$ cat config.mk
export PLATFORM = sky130hd
export DESIGN_NAME = load_store_unit
export DESIGN_NICKNAME = d
export VERILOG_FILES = /design/src/rtl/lsu_pkg.sv /design/src/rtl/lsu_align.sv /design/src/rtl/load_store_unit.sv
export SDC_FILE = /design/constraint.sdc
export NUM_CORES = 1
export LEC_CHECK = 0
export CELL_PAD_IN_SITES_DETAIL_PLACEMENT = 0
export CELL_PAD_IN_SITES_GLOBAL_PLACEMENT = 1
export CORE_ASPECT_RATIO = 1.4
export CORE_MARGIN = 1
export CORE_UTILIZATION = 40
export CTS_CLUSTER_SIZE = 40
export DETAILED_ROUTE_END_ITERATION = 6
export PLACE_DENSITY = 0.91
export SYNTH_ARGS = -nofsm -noshare
export SYNTH_HDL_FRONTEND = slang
export SYNTH_HIERARCHICAL = 1
export SYNTH_SLANG_ARGS = --single-unit
$ cat constraint.sdc
create_clock -name clk -period 4.6 [get_ports clk]
set_input_delay 0.46 -clock clk [delete_from_list [all_inputs] [get_ports clk]]
set_output_delay 0.46 -clock clk [all_outputs]
set_load 0.005 [all_outputs]
$ cat src/rtl/lsu_pkg.sv
// Shared encodings for the load/store unit: funct3 access sizes and FSM states.
// Latency: n/a (types and constants only).
// Backpressure: n/a.
package lsu_pkg;

    localparam logic [2:0] F3_B  = 3'b000;
    localparam logic [2:0] F3_H  = 3'b001;
    localparam logic [2:0] F3_W  = 3'b010;
    localparam logic [2:0] F3_BU = 3'b100;
    localparam logic [2:0] F3_HU = 3'b101;

    typedef enum logic [1:0] {
        IDLE,
        REQ,
        WAIT,
        RESP
    } state_t;

endpackage

$ cat src/rtl/lsu_align.sv
// Byte-lane steering: store byte enables/replicated data, load extraction/extension, access checks.
// Latency: purely combinational.
// Backpressure: none; pure function of its inputs.
module lsu_align
    import lsu_pkg::*;
(
    input  logic [2:0]  funct3,
    input  logic [1:0]  addr,
    input  logic [31:0] rd2,
    input  logic [31:0] mem_rdata,
    output logic [3:0]  be,
    output logic [31:0] wdata,
    output logic [31:0] rdata,
    output logic        misaligned,
    output logic        illegal
);

    logic [7:0]  byte_v;
    logic [15:0] half_v;

    assign byte_v = mem_rdata[{addr, 3'b000} +: 8];
    assign half_v = addr[1] ? mem_rdata[31:16] : mem_rdata[15:0];

    always_comb begin
        be         = '0;
        wdata      = '0;
        rdata      = '0;
        misaligned = 1'b0;
        illegal    = 1'b0;
        case (funct3)
            F3_B, F3_BU: begin
                be    = 4'b0001 << addr;
                wdata = {4{rd2[7:0]}};
                rdata = (funct3 == F3_B) ? {{24{byte_v[7]}}, byte_v} : {24'b0, byte_v};
            end
            F3_H, F3_HU: begin
                // addr[0] only matters for the alignment check
                be         = addr[1] ? 4'b1100 : 4'b0011;
                wdata      = {2{rd2[15:0]}};
                rdata      = (funct3 == F3_H) ? {{16{half_v[15]}}, half_v} : {16'b0, half_v};
                misaligned = addr[0];
            end
            F3_W: begin
                be         = 4'b1111;
                wdata      = rd2;
                rdata      = mem_rdata;
                misaligned = (addr != 2'b00);
            end
            default: illegal = 1'b1;
        endcase
    end

endmodule

$ cat src/rtl/load_store_unit.sv
// Load/store stage: req/gnt/rvalid handshake to data memory with timeout and error reporting.
// Latency: store 2 cycles, load 3 cycles minimum, error 1 cycle after start.
// Backpressure: stall held from start until the done cycle; waits on mem_gnt/mem_rvalid.
module load_store_unit
    import lsu_pkg::*;
#(
    parameter int unsigned MAX_WAIT = 15
) (
    input  logic        clk,
    input  logic        rst_n,
    input  logic        start,
    input  logic        mem_write,
    input  logic [2:0]  funct3,
    input  logic [31:0] alu_result,
    input  logic [31:0] rd2,
    output logic [31:0] read_data,
    output logic        stall,
    output logic        done,
    output logic        err,
    output logic        mem_req,
    output logic        mem_we,
    output logic [31:0] mem_addr,
    output logic [3:0]  mem_be,
    output logic [31:0] mem_wdata,
    input  logic        mem_gnt,
    input  logic        mem_rvalid,
    input  logic [31:0] mem_rdata
);

    localparam int CW = $clog2(MAX_WAIT + 1);

    state_t      state_q, state_d;
    logic [CW-1:0] cnt_q, cnt_d;
    logic        op_we_q, op_we_d;
    logic [2:0]  op_f3_q, op_f3_d;
    logic [1:0]  op_off_q, op_off_d;
    logic [31:0] op_rd2_q, op_rd2_d;

    logic [31:0] read_data_q, read_data_d;
    logic        done_q, done_d;
    logic        err_q, err_d;
    logic        mem_req_q, mem_req_d;
    logic        mem_we_q, mem_we_d;
    logic [31:0] mem_addr_q, mem_addr_d;
    logic [3:0]  mem_be_q, mem_be_d;
    logic [31:0] mem_wdata_q, mem_wdata_d;

    logic        idle;
    logic [2:0]  sel_f3;
    logic [1:0]  sel_off;
    logic [31:0] sel_rd2;
    logic [3:0]  al_be;
    logic [31:0] al_wdata, al_rdata;
    logic        al_misaligned, al_illegal;
    logic        timeout;

    // In IDLE the live operands are checked; afterwards the latched copies drive extraction.
    assign idle    = (state_q == IDLE);
    assign sel_f3  = idle ? funct3 : op_f3_q;
    assign sel_off = idle ? alu_result[1:0] : op_off_q;
    assign sel_rd2 = idle ? rd2 : op_rd2_q;
    assign timeout = (cnt_q == CW'(MAX_WAIT - 1));

    lsu_align u_align (
        .funct3     (sel_f3),
        .addr       (sel_off),
        .rd2        (sel_rd2),
        .mem_rdata  (mem_rdata),
        .be         (al_be),
        .wdata      (al_wdata),
        .rdata      (al_rdata),
        .misaligned (al_misaligned),
        .illegal    (al_illegal)
    );

    always_comb begin
        state_d     = state_q;
        cnt_d       = cnt_q;
        op_we_d     = op_we_q;
        op_f3_d     = op_f3_q;
        op_off_d    = op_off_q;
        op_rd2_d    = op_rd2_q;
        read_data_d = '0;
        done_d      = 1'b0;
        err_d       = 1'b0;
        mem_req_d   = 1'b0;
        mem_we_d    = 1'b0;
        mem_addr_d  = '0;
        mem_be_d    = '0;
        mem_wdata_d = '0;
        case (state_q)
            IDLE: begin
                if (start) begin
                    op_we_d  = mem_write;
                    op_f3_d  = funct3;
                    op_off_d = alu_result[1:0];
                    op_rd2_d = rd2;
                    if (al_misaligned || al_illegal) begin
                        state_d = RESP;
                        done_d  = 1'b1;
                        err_d   = 1'b1;
                    end else begin
                        state_d     = REQ;
                        cnt_d       = '0;
                        mem_req_d   = 1'b1;
                        mem_we_d    = mem_write;
                        mem_addr_d  = {alu_result[31:2], 2'b00};
                        mem_be_d    = al_be;
                        mem_wdata_d = al_wdata;
                    end
                end
            end
            REQ: begin
                cnt_d = cnt_q + CW'(1);
                if (mem_gnt) begin
                    cnt_d = '0;
                    if (op_we_q) begin
                        state_d = RESP;
                        done_d  = 1'b1;
                    end else begin
                        state_d = WAIT;
                    end
                end else if (timeout) begin
                    state_d = RESP;
                    done_d  = 1'b1;
                    err_d   = 1'b1;
                end else begin
                    mem_req_d   = 1'b1;
                    mem_we_d    = mem_we_q;
                    mem_addr_d  = mem_addr_q;
                    mem_be_d    = mem_be_q;
                    mem_wdata_d = mem_wdata_q;
                end
            end
            WAIT: begin
                cnt_d = cnt_q + CW'(1);
                if (mem_rvalid) begin
                    state_d     = RESP;
                    done_d      = 1'b1;
                    read_data_d = al_rdata;
                end else if (timeout) begin
                    state_d = RESP;
                    done_d  = 1'b1;
                    err_d   = 1'b1;
                end
            end
            RESP: state_d = IDLE;
            default: state_d = IDLE;
        endcase
    end

    always_ff @(posedge clk or negedge rst_n) begin
        if (!rst_n) begin
            state_q     <= IDLE;
            cnt_q       <= '0;
            op_we_q     <= 1'b0;
            op_f3_q     <= '0;
            op_off_q    <= '0;
            op_rd2_q    <= '0;
            read_data_q <= '0;
            done_q      <= 1'b0;
            err_q       <= 1'b0;
            mem_req_q   <= 1'b0;
            mem_we_q    <= 1'b0;
            mem_addr_q  <= '0;
            mem_be_q    <= '0;
            mem_wdata_q <= '0;
        end else begin
            state_q     <= state_d;
            cnt_q       <= cnt_d;
            op_we_q     <= op_we_d;
            op_f3_q     <= op_f3_d;
            op_off_q    <= op_off_d;
            op_rd2_q    <= op_rd2_d;
            read_data_q <= read_data_d;
            done_q      <= done_d;
            err_q       <= err_d;
            mem_req_q   <= mem_req_d;
            mem_we_q    <= mem_we_d;
            mem_addr_q  <= mem_addr_d;
            mem_be_q    <= mem_be_d;
            mem_wdata_q <= mem_wdata_d;
        end
    end

    assign read_data = read_data_q;
    assign done      = done_q;
    assign err       = err_q;
    assign mem_req   = mem_req_q;
    assign mem_we    = mem_we_q;
    assign mem_addr  = mem_addr_q;
    assign mem_be    = mem_be_q;
    assign mem_wdata = mem_wdata_q;
    assign stall     = !idle || start;

endmodule

==> reports/results.txt, run 1 <==
Synth Area per Inst: 10.12 um^2
Total routed wirelength: 19.87 mm
Main flop type after synthesis: dfrtp_1
Worst Setup End Kind: register
Fin worst setup slack: 0.9948 ns
DR vias: 5977
Critical Path Start Type: register
Hold Buf Count CTS: 0
R2r endpoint: cnt_q[0]
Worst Setup Path Type: register to register
DR pass1 iterations: 5
Crit path max fanout: 35
Die W: 117.2 um
CTS resizes: 0
Synth Register Bits: 146
Clock net sink count: 146
GPL Wtd Cong: 0.8144
Final count of hold timing violations: 0
DPL Wire Length: 13.91 mm
Layout cell share with drive strength beyond 1: 10.87%
Req. time, crit path: 4.93 ns
TritonCTS Buffers: 17
Final worst path period need: 3.605 ns
Slew margin rel.: 22.96%
Drt via density: 5.153
Leak: 4.409 nW
Arr. time, crit path: 3.93 ns
Sequential area share after synthesis: 49.13%
Final Max Slew Viols: 0
Slew @ Worst Pin: 1.156 ns
Post-DRT Antenna Nets: 0
Max cap viols: 0
Final setup TNS: 0 ns
Area fraction of the dominant cell type after synthesis: 49.13%
Most common cell in the netlist: dfrtp_1
Final setup skew: 0.009066 ns
Async S/R FF share, synth: 100.0%
Final Util: 56.16%
Post-detailed-route DRC marker count: 0
Vias in the first global route: 5861
CTS tree: yes
Synth warnings: 6
Routed WL per cell: 17.13 um
Flop-to-flop setup slack: 0.99 ns
Clock root buffer: clkbuf_16
Reg2Reg Depth: 10
Setup Fix Bufs, Post-CTS: 0
Outcome: complete, no violations
Die Area: 19150 um^2
Clk_lat worst skew: 0.42 ns
Final worst path period share: 78.37%
Die height: 163.3 um
GR Overflow Total: 0
Core area: 18070 um^2
Dpl ws: 1.016 ns
Area growth, synth to finish: 36.48%
Max Root-Sink Buffers: 2
IO Pins: 210
EDFF count, synth: 0
Fin nets: 1018
Largest net degree at the start of global routing: 113
Peak VDD IR: 325.2 uV
Synth area leader: dfrtp_1
Fmax: 277.4 MHz
Cells after synthesis: 735
Final Setup Violations: 0
Port bufs: 207
Row count: 58
Reg2reg start: state_q[0]
Global-route wire length before repair: 31.18 mm
Total track usage: 21.42%
Mapped cell area: 7436 um^2
Detailed Route Iter0 Violations: 326
RSZ-0062 raised after global routing: no
Starting density of the core: 41.15%
Initial antenna violation count: 0
H-tree levels: 4
Synth cell count leaders: dfrtp_1 (146), nand2_1 (139), o21ai_1 (68), mux2_2 (41), mux2_1 (38)
Power density over the cells: 622.1 nW/um^2
Ant. Diodes: 0
Reg clk slew, reported paths: 0.06 ns
Min-delay worst type: input pin to asynchronous set/reset pin
Synth top area cells: dfrtp_1 (49%), nand2_1 (7.0%), mux2_2 (6.2%)
Distinct cells, synth: 47
[where the power goes]
| group | internal, mW | switching [mW] | total, mW | leakage (nW) |
|---|---|---|---|---|
| Sequential | 1.65 | 0.174 | 1.83 | 1.94 |
| Combinational | 1.41 | 1.65 | 3.07 | 2.17 |
| Clock | 0.879 | 0.542 | 1.42 | 0.301 |
[cell type report]
cell class                      count  area (um^2)
Tap cell                          240        300.3
Clock buffer                       23        498.0
Inverter                           15        56.30
Fill cell                        1582         7921
Clock inverter                      9        116.4
Multi-Input combinational cell    511         3383
Sequential cell                   146         3654
Timing Repair Buffer              216         2141
[registers in the layout, indices dropped and copies added, names as in the netlist]
signal     cells
read_data     32
mem_wdata     32
cnt_q          4
op_off_q       2
state_q        2
op_f3_q        3
op_rd2_q      32
err            1
mem_req        1
mem_we         1
mem_addr      30
op_we_q        1
mem_be         4
done           1
[worst max-delay path, stage by stage (launching register included)]
cell	delay, ns
dfrtp_1	0.43
inv_1	0.11
ha_2	0.34
buf_4	0.46
mux2_2	0.61
inv_1	0.20
o21ai_0	0.22
or3b_1	0.44
a21oi_2	0.25
o211ai_1	0.22
mux2i_1	0.23
[cell families after synthesis]
logic type	count (synthesis)	share of synthesized area, %
AOI/OAI and AO/OA	186	15.88
and+or+nand+nor	222	13.80
buffers and inverters	79	5.670
muxes	95	14.45
other	1	0.05043
DFF	146	49.13
adders and majority gates	6	1.010
[layer usage]
metal	up-vias	global-route usage [%]	routed length (um)
met1	2838	28.33	8678
met2	208	35.16	9756
met5	-	0	0
met4	0	7.537	442
li1	2900	-	-
met3	31	3.488	992
[cell usage in the layout, fill, tap and decap left out, types with 7 or more instances in the layout]
master / n
a211oi_1: 16
a21o_1: 14
a21oi_1: 12
a221o_1: 7
a22oi_1: 24
and3_1: 35
buf_4: 9
clkbuf_16: 17
clkdlybuf4s50_1: 206
dfrtp_1: 146
inv_1: 15
mux2_1: 38
mux2_2: 41
mux2i_1: 11
nand2_1: 138
nand3_1: 9
nor2_1: 13
nor2b_1: 9
o21ai_0: 29
o21ai_1: 68
[worst max path at each step]
stage               start      endpoint  slack [ns]  cells past startpoint
2_1_floorplan  state_q[0]      cnt_q[2]        1.47                     15
4_1_cts        state_q[0]     mem_be[0]         1.0                     10
5_1_grt        state_q[0]      cnt_q[2]        0.70                     11
3_3_place_gp   state_q[0]  mem_addr[15]        1.17                     10
6_report       state_q[0]      cnt_q[0]        0.99                     10
3_5_place_dp   state_q[1]  mem_addr[15]        1.02                     10
[stage by stage]
| stage | area, um^2 | total power, mW | cells | hold slack, ns |
|---|---|---|---|---|
| after floorplan | 7440 | 3.975 | 736 | 0.1644 |
| after global placement | 9534 | 4.853 | 1128 | 0.4666 |
| after detailed placement | 9534 | 4.889 | 1128 | 0.4747 |
| after CTS | 10150 | 6.336 | 1160 | 0.2383 |
| after global routing | 10150 | 6.729 | 1160 | 0.2928 |
| final | 10150 | 6.314 | 1160 | 0.1977 |
(Power assumes the default switching activity.)
==> run 2, diff against run 1 <==
Settings changed: CORE_UTILIZATION 40 to 37, PLACE_DENSITY 0.91 to 0.85.
Clock period 4.6 ns to 3.7 ns, I/O delays scaled along.
==> run 2 against run 1 <==
Against the previous run: non-clock buffer count up 6; maximum frequency up 13%; core utilization down 4.7 points; register-to-register slack worse by 0.47 ns; critical path type unchanged.
==> reports/results.txt, run 2 (synthesis results as in run 1) <==
Fin nets: 1024
Vias in the first global route: 5810
Clock root buffer: clkbuf_16
Min-delay worst type: input pin to asynchronous set/reset pin
Critical Path Start Type: register
IO Pins: 210
Arr. time, crit path: 3.51 ns
Worst Setup End Kind: register
Outcome: complete, no violations
DPL Wire Length: 14.59 mm
Setup Fix Bufs, Post-CTS: 0
Reg2reg start: state_q[0]
Flop-to-flop setup slack: 0.52 ns
Fill cells: 1815
Final worst path period need: 3.180 ns
Die W: 121.8 um
Final count of hold timing violations: 0
CP most frequent cell: inv_1
Slowest CP cell: mux2_2
R2r endpoint: cnt_q[3]
Finished Cell Area: 10180 um^2
Final Setup Violations: 0
Port bufs: 207
DR vias: 6002
CTS tree: yes
Slew margin rel.: 32.00%
Routed WL per cell: 17.48 um
Critical-path cell list: inv_1, ha_2, mux2_2, or2_1, nand2_1, inv_1, or3b_1, a21oi_2, o211ai_1, o2bb2ai_1
Max cap viols: 0
Layout cell share with drive strength beyond 1: 11.04%
Crit path max fanout: 20
Detailed Route Iter0 Violations: 385
Die height: 169.7 um
CP peak stage delay: 0.54 ns
Worst Setup Path Type: register to register
Initial antenna violation count: 1
Cell Area, Placed: 9619 um^2
Final Max Slew Viols: 0
CTS resizes: 0
Post-DRT Antenna Nets: 0
GPL Wtd Cong: 0.8428
Area growth, synth to finish: 36.93%
Starting density of the core: 37.62%
Max Root-Sink Buffers: 2
Crit path from: state_q[0]
Commonest non-fill, non-tap cell in the layout: clkdlybuf4s50_1
Row count: 61
Fin Hold WS: 0.06635 ns
Final setup skew: 0.009063 ns
Req. time, crit path: 4.03 ns
Clock net sink count: 146
Hold Buf Count CTS: 0
Fmax: 314.5 MHz
Global-route wire length before repair: 32.17 mm
Drt via density: 5.099
Core area: 19770 um^2
Slew @ Worst Pin: 1.020 ns
Dpl ws: 0.5515 ns
GR Overflow Total: 0
Post-detailed-route DRC marker count: 0
Final setup TNS: 0 ns
Total routed wirelength: 20.58 mm
Clk_lat worst skew: 0.42 ns
Reg clk slew, reported paths: 0.06 ns
Most frequent cells in the layout: clkdlybuf4s50_1 (206), dfrtp_1 (146), nand2_1 (138), o21ai_1 (68), mux2_2 (41)
TritonCTS Buffers: 17
H-tree levels: 4
RSZ-0062 raised after global routing: no
Final worst path period share: 85.95%
Die Area: 20680 um^2
Largest net degree at the start of global routing: 99
Power density over the cells: 766.0 nW/um^2
Total track usage: 20.63%
Peak VDD IR: 320.4 uV
Fin worst setup slack: 0.5200 ns
Leak: 4.410 nW
Reg2Reg Depth: 10
DR pass1 iterations: 5
[run 2: cell types whose count changed in the layout (fill, tap and decap cells not counted)]
cell and delta:
buf_4 +4, clkbuf_8 -4, inv_6 -4, buf_12 +2, clkbuf_1 +2, clkinvlp_4 +2
clkinv_2 +1, clkinv_4 +1, diode_2 +1
[run 2: final cells by class]
class	instances	area (um^2)	share of cell area [%]
Multi-Input combinational cell	511	3383	33.23
Antenna cell	1	2.502	0.02458
Clock inverter	9	110.1	1.081
Sequential cell	146	3654	35.88
Clock buffer	21	450.4	4.424
Tap cell	252	315.3	3.097
Timing Repair Buffer	222	2211	21.71
Inverter	15	56.30	0.5530
[run 2: how the worst max path moves through the flow]
stage / to / cells past startpoint
detailed placement: cnt_q[3] / 10
CTS: cnt_q[3] / 10
finish: cnt_q[3] / 10
floorplan: cnt_q[2] / 15
global route: cnt_q[3] / 10
global placement: cnt_q[0] / 10
[run 2: metal layers]
metal	wire [um]	up-vias	track usage, %	part of all wire (%)
met3	845	25	4.301	4.1
met5	0	-	0	0
met1	8315	2902	24.67	40
met4	503	0	8.105	2.4
met2	10910	164	35.69	53
li1	-	2911	-	-
[run 2: critical path: cells and delay by family (launching register included)]
kind	cells	cell delay [ns]
simple gates	3	1.02
compound gates	3	0.62
mux	1	0.54
flops	1	0.43
fa+ha+maj	1	0.28
buf+inv	2	0.18
[run 2: report_power, final]
part | total, mW | switching (mW) | internal (mW)
registers | 2.28 | 0.222 | 2.06
logic | 3.87 | 2.06 | 1.81
clock network | 1.65 | 0.650 | 1.00
total | 7.80 | 2.93 | 4.87
[run 2: per-stage QoR]
| step | util, % | cells | power [mW] |
|---|---|---|---|
| 5_1_grt | 51.51 | 1177 | 8.335 |
| 2_1_floorplan | - | 736 | 4.942 |
| 6_report | 51.51 | 1177 | 7.800 |
| 3_5_place_dp | 48.66 | 1146 | 6.184 |
| 3_3_place_gp | 48.66 | 1146 | 6.141 |
| 4_1_cts | 51.50 | 1176 | 7.872 |
